File: src/rtl/cache_axi_bridge_pkg.sv
`default_nettype none
// ============================================================================
// Module : cache_axi_bridge_pkg
// Shared request-type encodings, AXI constants, FSM states and len/size helpers.
// Rev    : 1.0
// ============================================================================
package cache_axi_bridge_pkg;

    localparam logic [2:0] TYPE_BYTE  = 3'b000;
    localparam logic [2:0] TYPE_HALF  = 3'b001;
    localparam logic [2:0] TYPE_WORD  = 3'b010;
    localparam logic [2:0] TYPE_LINE  = 3'b100;

    localparam logic [1:0] BURST_INCR = 2'b01;

    typedef enum logic [1:0] {
        R_IDLE = 2'd0,
        R_AR   = 2'd1,
        R_DATA = 2'd2
    } rd_state_t;

    typedef enum logic [1:0] {
        W_IDLE = 2'd0,
        W_AW   = 2'd1,
        W_DATA = 2'd2,
        W_RESP = 2'd3
    } wr_state_t;

    function automatic logic [7:0] axi_len(input logic [2:0] req_type);
        return (req_type == TYPE_LINE) ? 8'd3 : 8'd0;
    endfunction

    // A line moves as four 32-bit beats; narrower requests use their own size.
    function automatic logic [2:0] axi_size(input logic [2:0] req_type);
        case (req_type)
            TYPE_BYTE: return 3'd0;
            TYPE_HALF: return 3'd1;
            TYPE_WORD: return 3'd2;
            TYPE_LINE: return 3'd2;
            default:   return {1'b0, req_type[1:0]};
        endcase
    endfunction

endpackage
`default_nettype wire

File: src/rtl/cache_axi_bridge_if.sv
`default_nettype none
// ============================================================================
// Module : cache_axi_bridge_if
// AXI3 master-side bundle (AR/R/AW/W/B) between the bridge and the interconnect.
// Rev    : 1.0
// ============================================================================
interface cache_axi_bridge_if;
    import cache_axi_bridge_pkg::*;

    logic [3:0]  arid;
    logic [31:0] araddr;
    logic [7:0]  arlen;
    logic [2:0]  arsize;
    logic [1:0]  arburst;
    logic        arvalid;
    logic        arready;

    logic [3:0]  rid;
    logic [31:0] rdata;
    logic [1:0]  rresp;
    logic        rlast;
    logic        rvalid;
    logic        rready;

    logic [3:0]  awid;
    logic [31:0] awaddr;
    logic [7:0]  awlen;
    logic [2:0]  awsize;
    logic [1:0]  awburst;
    logic        awvalid;
    logic        awready;

    logic [31:0] wdata;
    logic [3:0]  wstrb;
    logic        wlast;
    logic        wvalid;
    logic        wready;

    logic [3:0]  bid;
    logic [1:0]  bresp;
    logic        bvalid;
    logic        bready;

    modport master (
        output arid, araddr, arlen, arsize, arburst, arvalid,
        input  arready,
        input  rid, rdata, rresp, rlast, rvalid,
        output rready,
        output awid, awaddr, awlen, awsize, awburst, awvalid,
        input  awready,
        output wdata, wstrb, wlast, wvalid,
        input  wready,
        input  bid, bresp, bvalid,
        output bready
    );

    modport slave (
        input  arid, araddr, arlen, arsize, arburst, arvalid,
        output arready,
        output rid, rdata, rresp, rlast, rvalid,
        input  rready,
        input  awid, awaddr, awlen, awsize, awburst, awvalid,
        output awready,
        input  wdata, wstrb, wlast, wvalid,
        output wready,
        output bid, bresp, bvalid,
        input  bready
    );
endinterface
`default_nettype wire

File: src/rtl/cache_axi_bridge_axi_wr_beat_mux.sv
`default_nettype none
// ============================================================================
// Module : axi_wr_beat_mux
// Selects the current 32-bit W beat from the buffered line and flags the last beat.
// Rev    : 1.0
// ============================================================================
module axi_wr_beat_mux
    import cache_axi_bridge_pkg::*;
(
    input  logic [127:0] line,
    input  logic [1:0]   cnt,
    input  logic [1:0]   last_idx,
    output logic [31:0]  wdata,
    output logic         wlast
);
    always_comb begin
        case (cnt)
            2'd0:    wdata = line[31:0];
            2'd1:    wdata = line[63:32];
            2'd2:    wdata = line[95:64];
            default: wdata = line[127:96];
        endcase
    end

    assign wlast = (cnt == last_idx);
endmodule
`default_nettype wire

File: src/rtl/cache_axi_bridge.sv
`default_nettype none
// ============================================================================
// Module : cache_axi_bridge
// Cache refill/writeback port to AXI3 master; one read and one write in flight.
// Option : RAW_LINE_CHECK_EN limits the read-after-write stall to the same 16B line.
// Rev    : 1.0
// ============================================================================
module cache_axi_bridge
    import cache_axi_bridge_pkg::*;
#(
    parameter logic [3:0] RD_ID = 4'd0,
    parameter logic [3:0] WR_ID = 4'd1
) (
    input  logic               clk,
    input  logic               resetn,
    input  logic               rd_req,
    input  logic [2:0]         rd_type,
    input  logic [31:0]        rd_addr,
    output logic               rd_rdy,
    output logic               ret_valid,
    output logic               ret_last,
    output logic [31:0]        ret_data,
    input  logic               wr_req,
    input  logic [2:0]         wr_type,
    input  logic [31:0]        wr_addr,
    input  logic [3:0]         wr_wstrb,
    input  logic [127:0]       wr_data,
    output logic               wr_rdy,
    cache_axi_bridge_if.master axi
);
    rd_state_t    rd_state, rd_state_nxt;
    wr_state_t    wr_state, wr_state_nxt;

    logic [31:0]  rd_addr_q;
    logic [2:0]   rd_type_q;
    logic [31:0]  wr_addr_q;
    logic [2:0]   wr_type_q;
    logic [3:0]   wr_strb_q;
    logic [127:0] wr_data_q;
    logic [1:0]   beat_cnt;

    logic         rd_accept;
    logic         wr_accept;
    logic         wr_pending;
    logic         hazard;
    logic         w_fire;
    logic [7:0]   aw_len;
    logic         ar_valid, r_ready, aw_valid, w_valid, b_ready;
    logic         unused_axi_fields;

    assign wr_rdy     = (wr_state == W_IDLE);
    assign wr_accept  = wr_req & wr_rdy;
    assign wr_pending = (wr_state != W_IDLE);

    // The incoming write counts too, so a same-cycle read never overtakes it.
`ifdef RAW_LINE_CHECK_EN
    assign hazard = (wr_pending & (rd_addr[31:4] == wr_addr_q[31:4]))
                  | (wr_accept  & (rd_addr[31:4] == wr_addr[31:4]));
`else
    assign hazard = wr_pending | wr_accept;
`endif

    assign rd_rdy    = (rd_state == R_IDLE) & ~hazard;
    assign rd_accept = rd_req & rd_rdy;

    always_ff @(posedge clk) begin
        if (!resetn) begin
            rd_state <= R_IDLE;
            wr_state <= W_IDLE;
        end else begin
            rd_state <= rd_state_nxt;
            wr_state <= wr_state_nxt;
        end
    end

    always_ff @(posedge clk) begin
        if (!resetn) begin
            rd_addr_q <= '0;
            rd_type_q <= '0;
            wr_addr_q <= '0;
            wr_type_q <= '0;
            wr_strb_q <= '0;
            wr_data_q <= '0;
            beat_cnt  <= '0;
        end else begin
            if (rd_accept) begin
                rd_addr_q <= rd_addr;
                rd_type_q <= rd_type;
            end
            if (wr_accept) begin
                wr_addr_q <= wr_addr;
                wr_type_q <= wr_type;
                wr_strb_q <= wr_wstrb;
                wr_data_q <= wr_data;
                beat_cnt  <= 2'd0;
            end else if (w_fire) begin
                beat_cnt  <= beat_cnt + 2'd1;
            end
        end
    end

    always_comb begin
        rd_state_nxt = rd_state;
        ar_valid     = 1'b0;
        r_ready      = 1'b0;
        case (rd_state)
            R_IDLE: if (rd_accept) rd_state_nxt = R_AR;
            R_AR: begin
                ar_valid = 1'b1;
                if (axi.arready) rd_state_nxt = R_DATA;
            end
            R_DATA: begin
                r_ready = 1'b1;
                if (axi.rvalid && axi.rlast) rd_state_nxt = R_IDLE;
            end
            default: rd_state_nxt = R_IDLE;
        endcase
    end

    always_comb begin
        wr_state_nxt = wr_state;
        aw_valid     = 1'b0;
        w_valid      = 1'b0;
        b_ready      = 1'b0;
        case (wr_state)
            W_IDLE: if (wr_accept) wr_state_nxt = W_AW;
            W_AW: begin
                aw_valid = 1'b1;
                if (axi.awready) wr_state_nxt = W_DATA;
            end
            W_DATA: begin
                w_valid = 1'b1;
                if (axi.wready && axi.wlast) wr_state_nxt = W_RESP;
            end
            W_RESP: begin
                b_ready = 1'b1;
                if (axi.bvalid) wr_state_nxt = W_IDLE;
            end
            default: wr_state_nxt = W_IDLE;
        endcase
    end

    assign w_fire = w_valid & axi.wready;
    assign aw_len = axi_len(wr_type_q);

    axi_wr_beat_mux u_beat_mux (
        .line     (wr_data_q),
        .cnt      (beat_cnt),
        .last_idx (aw_len[1:0]),
        .wdata    (axi.wdata),
        .wlast    (axi.wlast)
    );

    assign axi.arid    = RD_ID;
    assign axi.araddr  = rd_addr_q;
    assign axi.arlen   = axi_len(rd_type_q);
    assign axi.arsize  = axi_size(rd_type_q);
    assign axi.arburst = BURST_INCR;
    assign axi.arvalid = ar_valid;
    assign axi.rready  = r_ready;

    assign axi.awid    = WR_ID;
    assign axi.awaddr  = wr_addr_q;
    assign axi.awlen   = aw_len;
    assign axi.awsize  = axi_size(wr_type_q);
    assign axi.awburst = BURST_INCR;
    assign axi.awvalid = aw_valid;
    assign axi.wstrb   = (wr_type_q == TYPE_LINE) ? 4'hf : wr_strb_q;
    assign axi.wvalid  = w_valid;
    assign axi.bready  = b_ready;

    // Read data is a zero-latency pass-through; only the valid is qualified.
    assign ret_valid = (rd_state == R_DATA) & axi.rvalid;
    assign ret_last  = axi.rlast;
    assign ret_data  = axi.rdata;

    // IDs and responses carry no information for a single-outstanding master.
    assign unused_axi_fields = ^{axi.rid, axi.rresp, axi.bid, axi.bresp};
endmodule
`default_nettype wire

File: src/flat_wrapper.sv
// flat-port wrapper written by rule: the top's interface ports become plain ports
module cache_axi_bridge_flat import cache_axi_bridge_pkg::*;
#(
    parameter logic [3:0] RD_ID = 4'd0,
    parameter logic [3:0] WR_ID = 4'd1
)
  (clk, resetn, rd_req, rd_type, rd_addr, rd_rdy, ret_valid, ret_last, ret_data, wr_req, wr_type, wr_addr, wr_wstrb, wr_data, wr_rdy, axi_arid, axi_araddr, axi_arlen, axi_arsize, axi_arburst, axi_arvalid, axi_arready, axi_rid, axi_rdata, axi_rresp, axi_rlast, axi_rvalid, axi_rready, axi_awid, axi_awaddr, axi_awlen, axi_awsize, axi_awburst, axi_awvalid, axi_awready, axi_wdata, axi_wstrb, axi_wlast, axi_wvalid, axi_wready, axi_bid, axi_bresp, axi_bvalid, axi_bready);
  cache_axi_bridge_if axi_i ();
  input  logic clk;
  input  logic resetn;
  input  logic rd_req;
  input  logic [2:0] rd_type;
  input  logic [31:0] rd_addr;
  output logic rd_rdy;
  output logic ret_valid;
  output logic ret_last;
  output logic [31:0] ret_data;
  input  logic wr_req;
  input  logic [2:0] wr_type;
  input  logic [31:0] wr_addr;
  input  logic [3:0] wr_wstrb;
  input  logic [127:0] wr_data;
  output logic wr_rdy;
  output wire logic [$bits(axi_i.arid)-1:0] axi_arid;
  output wire logic [$bits(axi_i.araddr)-1:0] axi_araddr;
  output wire logic [$bits(axi_i.arlen)-1:0] axi_arlen;
  output wire logic [$bits(axi_i.arsize)-1:0] axi_arsize;
  output wire logic [$bits(axi_i.arburst)-1:0] axi_arburst;
  output wire logic [$bits(axi_i.arvalid)-1:0] axi_arvalid;
  input wire logic [$bits(axi_i.arready)-1:0] axi_arready;
  input wire logic [$bits(axi_i.rid)-1:0] axi_rid;
  input wire logic [$bits(axi_i.rdata)-1:0] axi_rdata;
  input wire logic [$bits(axi_i.rresp)-1:0] axi_rresp;
  input wire logic [$bits(axi_i.rlast)-1:0] axi_rlast;
  input wire logic [$bits(axi_i.rvalid)-1:0] axi_rvalid;
  output wire logic [$bits(axi_i.rready)-1:0] axi_rready;
  output wire logic [$bits(axi_i.awid)-1:0] axi_awid;
  output wire logic [$bits(axi_i.awaddr)-1:0] axi_awaddr;
  output wire logic [$bits(axi_i.awlen)-1:0] axi_awlen;
  output wire logic [$bits(axi_i.awsize)-1:0] axi_awsize;
  output wire logic [$bits(axi_i.awburst)-1:0] axi_awburst;
  output wire logic [$bits(axi_i.awvalid)-1:0] axi_awvalid;
  input wire logic [$bits(axi_i.awready)-1:0] axi_awready;
  output wire logic [$bits(axi_i.wdata)-1:0] axi_wdata;
  output wire logic [$bits(axi_i.wstrb)-1:0] axi_wstrb;
  output wire logic [$bits(axi_i.wlast)-1:0] axi_wlast;
  output wire logic [$bits(axi_i.wvalid)-1:0] axi_wvalid;
  input wire logic [$bits(axi_i.wready)-1:0] axi_wready;
  input wire logic [$bits(axi_i.bid)-1:0] axi_bid;
  input wire logic [$bits(axi_i.bresp)-1:0] axi_bresp;
  input wire logic [$bits(axi_i.bvalid)-1:0] axi_bvalid;
  output wire logic [$bits(axi_i.bready)-1:0] axi_bready;
  assign axi_arid = axi_i.arid;
  assign axi_araddr = axi_i.araddr;
  assign axi_arlen = axi_i.arlen;
  assign axi_arsize = axi_i.arsize;
  assign axi_arburst = axi_i.arburst;
  assign axi_arvalid = axi_i.arvalid;
  assign axi_i.arready = axi_arready;
  assign axi_i.rid = axi_rid;
  assign axi_i.rdata = axi_rdata;
  assign axi_i.rresp = axi_rresp;
  assign axi_i.rlast = axi_rlast;
  assign axi_i.rvalid = axi_rvalid;
  assign axi_rready = axi_i.rready;
  assign axi_awid = axi_i.awid;
  assign axi_awaddr = axi_i.awaddr;
  assign axi_awlen = axi_i.awlen;
  assign axi_awsize = axi_i.awsize;
  assign axi_awburst = axi_i.awburst;
  assign axi_awvalid = axi_i.awvalid;
  assign axi_i.awready = axi_awready;
  assign axi_wdata = axi_i.wdata;
  assign axi_wstrb = axi_i.wstrb;
  assign axi_wlast = axi_i.wlast;
  assign axi_wvalid = axi_i.wvalid;
  assign axi_i.wready = axi_wready;
  assign axi_i.bid = axi_bid;
  assign axi_i.bresp = axi_bresp;
  assign axi_i.bvalid = axi_bvalid;
  assign axi_bready = axi_i.bready;
  cache_axi_bridge #(.RD_ID(RD_ID), .WR_ID(WR_ID)) u_core (.clk(clk), .resetn(resetn), .rd_req(rd_req), .rd_type(rd_type), .rd_addr(rd_addr), .rd_rdy(rd_rdy), .ret_valid(ret_valid), .ret_last(ret_last), .ret_data(ret_data), .wr_req(wr_req), .wr_type(wr_type), .wr_addr(wr_addr), .wr_wstrb(wr_wstrb), .wr_data(wr_data), .wr_rdy(wr_rdy), .axi(axi_i));
endmodule
File: config.mk
export PLATFORM = sky130hd
export DESIGN_NAME = cache_axi_bridge_flat
export DESIGN_NICKNAME = d
export VERILOG_FILES = /design/src/rtl/cache_axi_bridge_pkg.sv /design/src/rtl/cache_axi_bridge_if.sv /design/src/rtl/cache_axi_bridge_axi_wr_beat_mux.sv /design/src/rtl/cache_axi_bridge.sv /design/src/flat_wrapper.sv
export SDC_FILE = /design/constraint.sdc
export NUM_CORES = 1
export LEC_CHECK = 0
export BUFFER_PORTS_ARGS = -buffer_cell sky130_fd_sc_hd__buf_2
export CAP_MARGIN = 20
export CORE_AREA = 4 4 165 167
export DETAILED_ROUTE_END_ITERATION = 6
export DIE_AREA = 0 0 169 171
export GPL_TIMING_DRIVEN = 0
export SLEW_MARGIN = 20
export SYNTH_ARGS = -nofsm -noshare
export SYNTH_HDL_FRONTEND = slang
export SYNTH_SLANG_ARGS = --single-unit
File: constraint.sdc
create_clock -name clk -period 1.9 [get_ports clk]
set_input_delay 0.285 -clock clk [delete_from_list [all_inputs] [get_ports clk]]
set_output_delay 0.285 -clock clk [all_outputs]
set_load 0.02 [all_outputs]
==> reports/results.txt, run 1 <==
Status: complete, but fails checks
Failing checks: negative setup slack
Die X: 169 um
Iter 0 DRT Violations: 555
Arr. time, crit path: 2110 ps
Clk_lat worst skew: 520 ps
Layout cells sized above 1: 32.2%
Pwr dens: 1100 mW/mm2
Vias per inst: 4.70
Mux share of post-synthesis cell area: 3.78%
Root Driver: clkbuf_16
Synth Area per Inst: 7.80 um2
Routed WL per cell: 16.6 um
Finished Layout Cells: 2014
CP Capture Type: primary output
Post-route cell area: 0.0134 mm2
FILL cells: 2511
Setup Viol. Count Final: 33
Startpoint Class: flop
Skew final: 10.5 ps
DIE AREA: 0.0289 mm2
Post-synth cell types: 37
Placed cell count: 1839
Cell Area, Placed: 0.0110 mm2
Largest stage delay, worst path: 440 ps
Critical path cell sequence: buf_6 -> ha_4 -> clkbuf_8 -> a222oi_1 -> mux2i_1 -> buf_2
Cells after Synth: 1120
Netlist Area Pre-Place: 0.00874 mm2
Antenna-violating nets left: 0
Maximum number of pins on one net before global-route repair: 13
Fin crit share: 126%
GRT Overall Usage: 21.5%
First-pass GRT wire length: 49.7 mm
Slew Limit Fails: 0
Ys flop type: dfxtp_1
Multi-input gate area: 0.00375 mm2
Worst-path clk slew: 60 ps
Synth Area in Compound Gates: 15.9%
CP required: 1620 ps
Nets: 1930
Post-synth ARST share: 0%
Hold Path Stages: 3
Slowest cell on crit path: a222oi_1
GP Congestion: 0.832
Initial antenna violation count: 2
Die span in y: 171 um
H-tree levels: 1
Post-Synth Simple-Gate Area: 20.1%
Max_slew headroom: 42.4%
P&R area growth vs syn: 53.7%
Register area share after synthesis: 47.7%
Clk buf depth: 3
Reg2reg path depth: 7
Max_cap viols: 0
Worst setup path class: flop to primary output
Top Ports: 432
Rows: 59
Hold/Removal Path Class: input pin to flop
Drt drc: 0
Worst slew pin tran: 864 ps
Flops & latches, synth: 208
Starting Density: 33.9%
Worst-path fanout max: 10
Routed vias: 9461
CTS buffer count: 24
Static leakage: 0.00601 uW
RSZ-0062 raised after global routing: true
CTS Sinks: 208
GRT overflow: 0
Port bufs: 360
Reg area: 0.00418 mm2
Core area: 0.0258 mm2
Post-Synth Adder-Cell Area: 1.29%
CTS tree: done
Final Hold Viols: 0
Max rail drop VDD: 0.000768 V
Fin worst setup slack: -497 ps
Pre-antenna DRT Iters: 7
Detailed-route wire length: 33.3 mm
Synth Warn #: 0
EDFF count, synth: 0
Largest family of logic cells by synthesized area: simple AND/OR/NAND/NOR gates
Max Fclk: 417 MHz
Synth Area in XOR/XNOR: 0.100%
HPWL Detailed: 24.1 mm
Vias in the first global route: 9231
Min Clock Period, post-route: 2400 ps
==> layer usage <==
layer	vias up	global-route usage (%)	wire length [um]
met2	431	37.4	16200
met3	63	4.57	2910
met5	-	0	13
met4	2	7.42	1020
li1	4683	-	-
met1	4282	26.5	13200
==> layout make-up <==
type / count / area share [%]
Tap cell: 335 / 3.12
Multi-Input combinational cell: 754 / 27.9
Inverter: 39 / 1.11
Sequential cell: 208 / 31.1
Clock buffer: 34 / 5.13
Timing Repair Buffer: 496 / 23.9
Antenna cell: 1 / 0.0186
Clock inverter: 5 / 0.485
Buffer: 142 / 7.15
==> critical path, delay by kind of cell (launching register included) <==
| kind | cells | cell delay (ps) |
|---|---|---|
| buffers and inverters | 3 | 470 |
| AOI/OAI and AO/OA | 1 | 440 |
| DFF | 1 | 360 |
| adders and majority gates | 1 | 190 |
| muxes | 1 | 130 |
==> layout by cell type, fill, tap and decap left out, types with 2 or more instances in the layout <==
cell | Yosys | layout
nand2_1 | 411 | 409
buf_2 | 24 | 368
a21oi_1 | 202 | 202
dfxtp_1 | 208 | 202
dlygate4sd3_1 | 0 | 123
buf_4 | 62 | 81
clkbuf_1 | 50 | 36
inv_1 | 38 | 34
mux2i_1 | 33 | 33
a222oi_1 | 32 | 32
clkbuf_16 | 0 | 26
conb_1 | 2 | 26
buf_6 | 3 | 14
clkbuf_8 | 0 | 10
clkbuf_2 | 1 | 10
nor2b_1 | 5 | 5
ha_1 | 9 | 5
or2_2 | 4 | 4
nand3_1 | 4 | 4
inv_2 | 0 | 3
nand2b_1 | 3 | 3
nor2_1 | 3 | 3
and2_1 | 3 | 3
ha_4 | 0 | 3
dfxtp_4 | 0 | 3
dfxtp_2 | 0 | 3
clkbuf_4 | 0 | 2
nand2_2 | 0 | 2
nor3_1 | 2 | 2
a21boi_0 | 2 | 2
clkinv_2 | 0 | 2
==> flip-flops by register name, summed over array words and instances (netlist names) <==
register and count:
u_core.wr_data_q 128, u_core.wr_type_q 3, u_core.wr_strb_q 4, u_core.rd_type_q 3
u_core.axi.awaddr 32, u_core.rd_state 2, u_core.axi.araddr 32, u_core.beat_cnt 2
u_core.wr_state 2
==> cells by family after synthesis <==
group           count (synthesis)
fa+ha+maj                       9
buf+inv                       182
mux                            33
simple gates                  443
xor+xnor                        1
flops                         208
compound gates                242
other cells                     2
==> stage by stage <==
step	util, %	TNS (ps)	hold slack (ps)	power (uW)	setup WS, ps
floorplan	-	0	421	8280	14.7
global placement	42.9	-36050	439	9830	-383
detailed placement	42.9	-45780	443	9890	-409
CTS	51.8	-13570	0.126	14800	-515
global route	52.1	-16220	2.22	15600	-589
finish	52.1	-12990	16.0	14800	-497
==> cell usage after synthesis (4+ instances only) <==
cell,number,area (um2)
buf_4,62,465
nor2b_1,5,31.3
clkbuf_1,50,188
or2_2,4,25.0
a222oi_1,32,320
buf_2,24,120
dfxtp_1,208,4160
nand2_1,411,1540
nand3_1,4,20.0
a21oi_1,202,1010
ha_1,9,113
mux2i_1,33,330
inv_1,38,143
==> report_power, final <==
part,total [uW],switching (uW),leakage (uW),internal [uW]
Combinational,4750,2900,0.00393,1850
Clock,4490,1850,0.000371,2640
Sequential,5540,422,0.00171,5120
==> path summary, 6_finish.rpt <==
check / start / endpoint / slack, ps
setup / recovery: u_core.beat_cnt[1]$_SDFFE_PP0P_ / axi_wdata[30] / -500
hold / removal: wr_data[63] / u_core.wr_data_q[63]$_SDFFE_PN0P_ / 20
hold reg to reg: u_core.axi.araddr[29]$_SDFFE_PN0P_ / u_core.axi.araddr[29]$_SDFFE_PN0P_ / 450
setup reg to reg: u_core.wr_state[0]$_SDFFE_PN0P_ / u_core.rd_type_q[1]$_SDFFE_PN0P_ / 180
==> what timing repair did <==
action / in CTS / in global routing
hold buffers: 123 / 0
hold endpoints to repair: 123 / 0
pin swaps: 19 / 9
setup endpoints to repair: 216 / 51
gates resized for setup: 76 / 24
cloned: 1 / 0
setup buffers: 10 / 2
Power figures use the tool's default switching activity.
==> run 2: changes to the inputs <==
--- a/config.mk
+++ b/config.mk
@@ -7,11 +7,13 @@
 export LEC_CHECK = 0
 export BUFFER_PORTS_ARGS = -buffer_cell sky130_fd_sc_hd__buf_2
 export CAP_MARGIN = 20
-export CORE_AREA = 4 4 165 167
+export CORE_AREA = 4 4 164 166
 export DETAILED_ROUTE_END_ITERATION = 6
-export DIE_AREA = 0 0 169 171
+export DIE_AREA = 0 0 168 170
 export GPL_TIMING_DRIVEN = 0
+export PLACE_DENSITY = 0.65
 export SLEW_MARGIN = 20
 export SYNTH_ARGS = -nofsm -noshare
 export SYNTH_HDL_FRONTEND = slang
+export SYNTH_HIERARCHICAL = 1
 export SYNTH_SLANG_ARGS = --single-unit
==> run 2 against run 1 <==
The run still ends with negative setup slack left. Synthesized cell count shrank 6.7%. Wire length decreased by 4.6%. Via count fell by 6.5%. Combinational power increased by 15%. Critical path type unchanged. Critical endpoint is now axi_wdata[20]. Highest routed layer unchanged.
==> reports/results.txt, run 2 <==
HPWL Detailed: 23.8 mm (-1.6%)
Synth Area per Inst: 8.91 um2 (+14%)
Routed vias: 8846 (-6.5%)
Cells after Synth: 1045 (-6.7%)
Synth Area in XOR/XNOR: 0.376% (+0.28 points)
GRT Overall Usage: 20.7% (-0.83 points)
Max_slew headroom: 57.8% (+15 points)
Status: complete, but fails checks
Hold Path Stages: 3 (unchanged)
Netlist Area Pre-Place: 0.00931 mm2 (+6.6%)
Synth top cells by count: 341 x nand2_1, 208 x dfxtp_1, 160 x a21boi_1, 76 x buf_4, 43 x a21boi_0
Ys flop type: dfxtp_1
CTS tree: done
Routed WL per cell: 17.0 um (+2.8%)
Post-Synth Simple-Gate Area: 17.3% (-2.8 points)
Ranking of synthesized cells by area: dfxtp_1 45%, nand2_1 14%, a21boi_1 13%
GP Congestion: 0.810 (-2.6%)
Critical path cell sequence: buf_12 -> clkbuf_16 -> mux4_2 -> buf_6
Post-synth cell types: 33 (-11%)
Finished Layout Cells: 1869 (-7.2%)
CTS Sinks: 208 (unchanged)
H-tree levels: 1 (unchanged)
P&R area growth vs syn: 43.4%
Top-count cell post-synth: nand2_1
Max reg flops: 128 (unchanged)
GRT overflow: 0 (unchanged)
Worst-path clk slew: 60 ps (about the same)
Slew Limit Fails: 0 (unchanged)
Failing checks: negative setup slack
Clk buf depth: 3 (unchanged)
Hold/Removal Path Class: input pin to flop
Slowest cell on crit path: mux4_2
Pre-antenna DRT Iters: 4 (-3)
Worst slew pin tran: 633 ps (-231 ps)
Setup Viol. Count Final: 33 (unchanged)
CP startpoint: u_core/beat_cnt[0]$_SDFFE_PP0P_
Vias in the first global route: 8800 (-4.7%)
Maximum number of pins on one net before global-route repair: 14 (+1)
Pwr dens: 1170 mW/mm2 (+5.9%)
EDFF count, synth: 0 (unchanged)
Static leakage: 0.00600 uW (-0.11%)
Placed cell count: 1764 (-4.1%)
Antenna-violating nets left: 0 (unchanged)
Nets: 1775 (-8.0%)
Post-synth ARST share: 0% (unchanged)
Rows: 59 (unchanged)
Startpoint Class: flop
Worst r2r dst: u_core/wr_state[0]$_SDFFE_PN0P_
Final Hold Viols: 0 (unchanged)
Synth top area share: 44.7% (-3.0 points)
Vias per inst: 4.73 (+0.75%)
CP Capture Type: primary output
Largest stage delay, worst path: 520 ps (+80 ps)
Pwr Total: 15600 uW (+5.3%)
Area leader, netlist: dfxtp_1
Die span in y: 170 um (-0.58%)
Max rail drop VDD: 0.000677 V (-12%)
Max_cap viols: 0 (unchanged)
Synth Area in Compound Gates: 18.7% (+2.8 points)
Core area: 0.0256 mm2 (-0.57%)
Port bufs: 360 (unchanged)
Reg2reg path depth: 8 (+1)
Starting Density: 36.4% (+2.5 points)
CTS buffer count: 23 (-4.2%)
Fin crit share: 114% (-12 points)
Synth Warn #: 6 (+6)
Root Driver: clkbuf_16
Largest family of logic cells by synthesized area: compound AO/OA/AOI/OAI gates
Worst setup path class: flop to primary output
Register area share after synthesis: 44.7% (-3.0 points)
Skew final: 9.17 ps (-1.32 ps)
Commonest non-fill, non-tap cell in the layout: buf_2
Worst-path fanout max: 8 (-2)
Post-Synth Adder-Cell Area: 0.537% (-0.75 points)
Worst r2r src: u_core/beat_cnt[0]$_SDFFE_PP0P_
CP top delay family: multiplexers
Top Ports: 432 (unchanged)
DIE AREA: 0.0286 mm2 (-1.2%)
Arr. time, crit path: 1880 ps (-230 ps)
CP required: 1620 ps (about the same)
Commonest cells after routing, fill and taps aside: 351 x buf_2, 340 x nand2_1, 202 x dfxtp_1, 160 x a21boi_1, 87 x buf_4
Drt drc: 0 (unchanged)
Die X: 168 um (-0.59%)
Largest Register: u_core/wr_data_q
Min Clock Period, post-route: 2160 ps (-235 ps)
Layout cells sized above 1: 37.6% (+5.4 points)
Mux share of post-synthesis cell area: 8.19% (+4.4 points)
RSZ-0062 raised after global routing: true
Iter 0 DRT Violations: 461 (-17%)
Worst Min Path Start: wr_data[24]
Reg2reg setup slack: 0 ps (-180 ps)
Fin worst setup slack: -262 ps (+235 ps)
Max Fclk: 463 MHz (+11%)
Flops & latches, synth: 208 (unchanged)
Hold Path End: u_core/wr_data_q[24]$_SDFFE_PN0P_
Clk_lat worst skew: 510 ps (about the same)
Detailed-route wire length: 31.8 mm (-4.6%)
Worst path bufs/invs: 3 (unchanged)
Initial antenna violation count: 6 (+4)
First-pass GRT wire length: 47.6 mm (-4.2%)
==> run 2: cell count changes in the layout (fill, tap and decap cells not counted), moves of 32 or more <==
cell,change
a21oi_1,-202
a21boi_1,+160
dlygate4sd3_1,-73
nand2_1,-69
a21boi_0,+40
o21ai_0,+35
inv_1,-33
a222oi_1,-32
mux4_2,+32
nand3_1,+32
==> run 2: routing by layer <==
metal  part of all wire, %  track usage [%]
met4                   1.6             4.83
met3                   7.9             5.06
met2                    52             38.7
met5                  0.13                0
met1                    38             23.8
==> run 2: final cells by class <==
cell class,count,area (um2)
antenna,3,7.51
buffer,144,951
clock buffer,36,694
clock inverter,5,78.8
fill,2448,12300
inverter,3,11.3
multi-input combinational,713,4340
sequential,208,4170
tap,335,419
timing repair buffer,422,2680
==> run 2: through the flow <==
stage / utilization (%) / setup TNS [ps] / area [um2] / setup WS [ps] / hold WS [ps]
after floorplan: - / 0 / 9410 / 21.2 / 420
after global placement: 45.4 / -4230 / 11600 / -311 / 437
after detailed placement: 45.4 / -6900 / 11600 / -333 / 440
after CTS: 51.3 / -8240 / 13100 / -302 / 0.157
after global routing: 52.1 / -9560 / 13400 / -322 / 13.1
final: 52.1 / -7460 / 13400 / -262 / 20.8
==> run 2: cells by family (layout without fill, tap and decap cells) <==
| kind of cell | after synthesis | count (layout) |
|---|---|---|
| other | 2 | 29 |
| buffers and inverters | 148 | 610 |
| multiplexers | 35 | 35 |
| AO/OA/AOI/OAI | 241 | 241 |
| flip-flops | 208 | 208 |
| AND/OR/NAND/NOR | 403 | 403 |
| adder cells (fa/ha/maj) | 4 | 4 |
| XOR/XNOR | 4 | 4 |
==> run 2: timing repair <==
item,in CTS,in global routing
endpoints found under the hold margin,50,0
hold buffers,50,0
cloned,1,2
buffers inserted,6,3
pin swaps,3,1
gates resized for setup,51,50
setup endpoints to repair,169,143
==> run 2: worst max-delay path by stage <==
stage | endpoint | slack (ps) | depth (start not counted)
6_report | axi_wdata[20] | -260 | 4
5_1_grt | axi_wdata[17] | -320 | 4
4_1_cts | axi_wdata[21] | -300 | 4
3_5_place_dp | u_core/wr_state[0]$_SDFFE_PN0P_ | -330 | 7
3_3_place_gp | u_core/wr_state[0]$_SDFFE_PN0P_ | -310 | 7
2_1_floorplan | u_core/wr_state[0]$_SDFFE_PN0P_ | 20 | 7
==> run 2: worst reg2reg max path, stage by stage (launching register included) <==
cell and delay (ps):
dfxtp_4 350, buf_12 150, clkbuf_16 170, buf_4 130, xor2_1 160, nor2_2 180
a21boi_2 110, a2111oi_4 350, mux2i_1 220
==> run 2: report_power, final <==
part	total, uW	internal, uW	switching (uW)
clock	4550	2770	1780
sequential	5540	5140	400
combinational	5480	2250	3230
total	15600	10200	5410
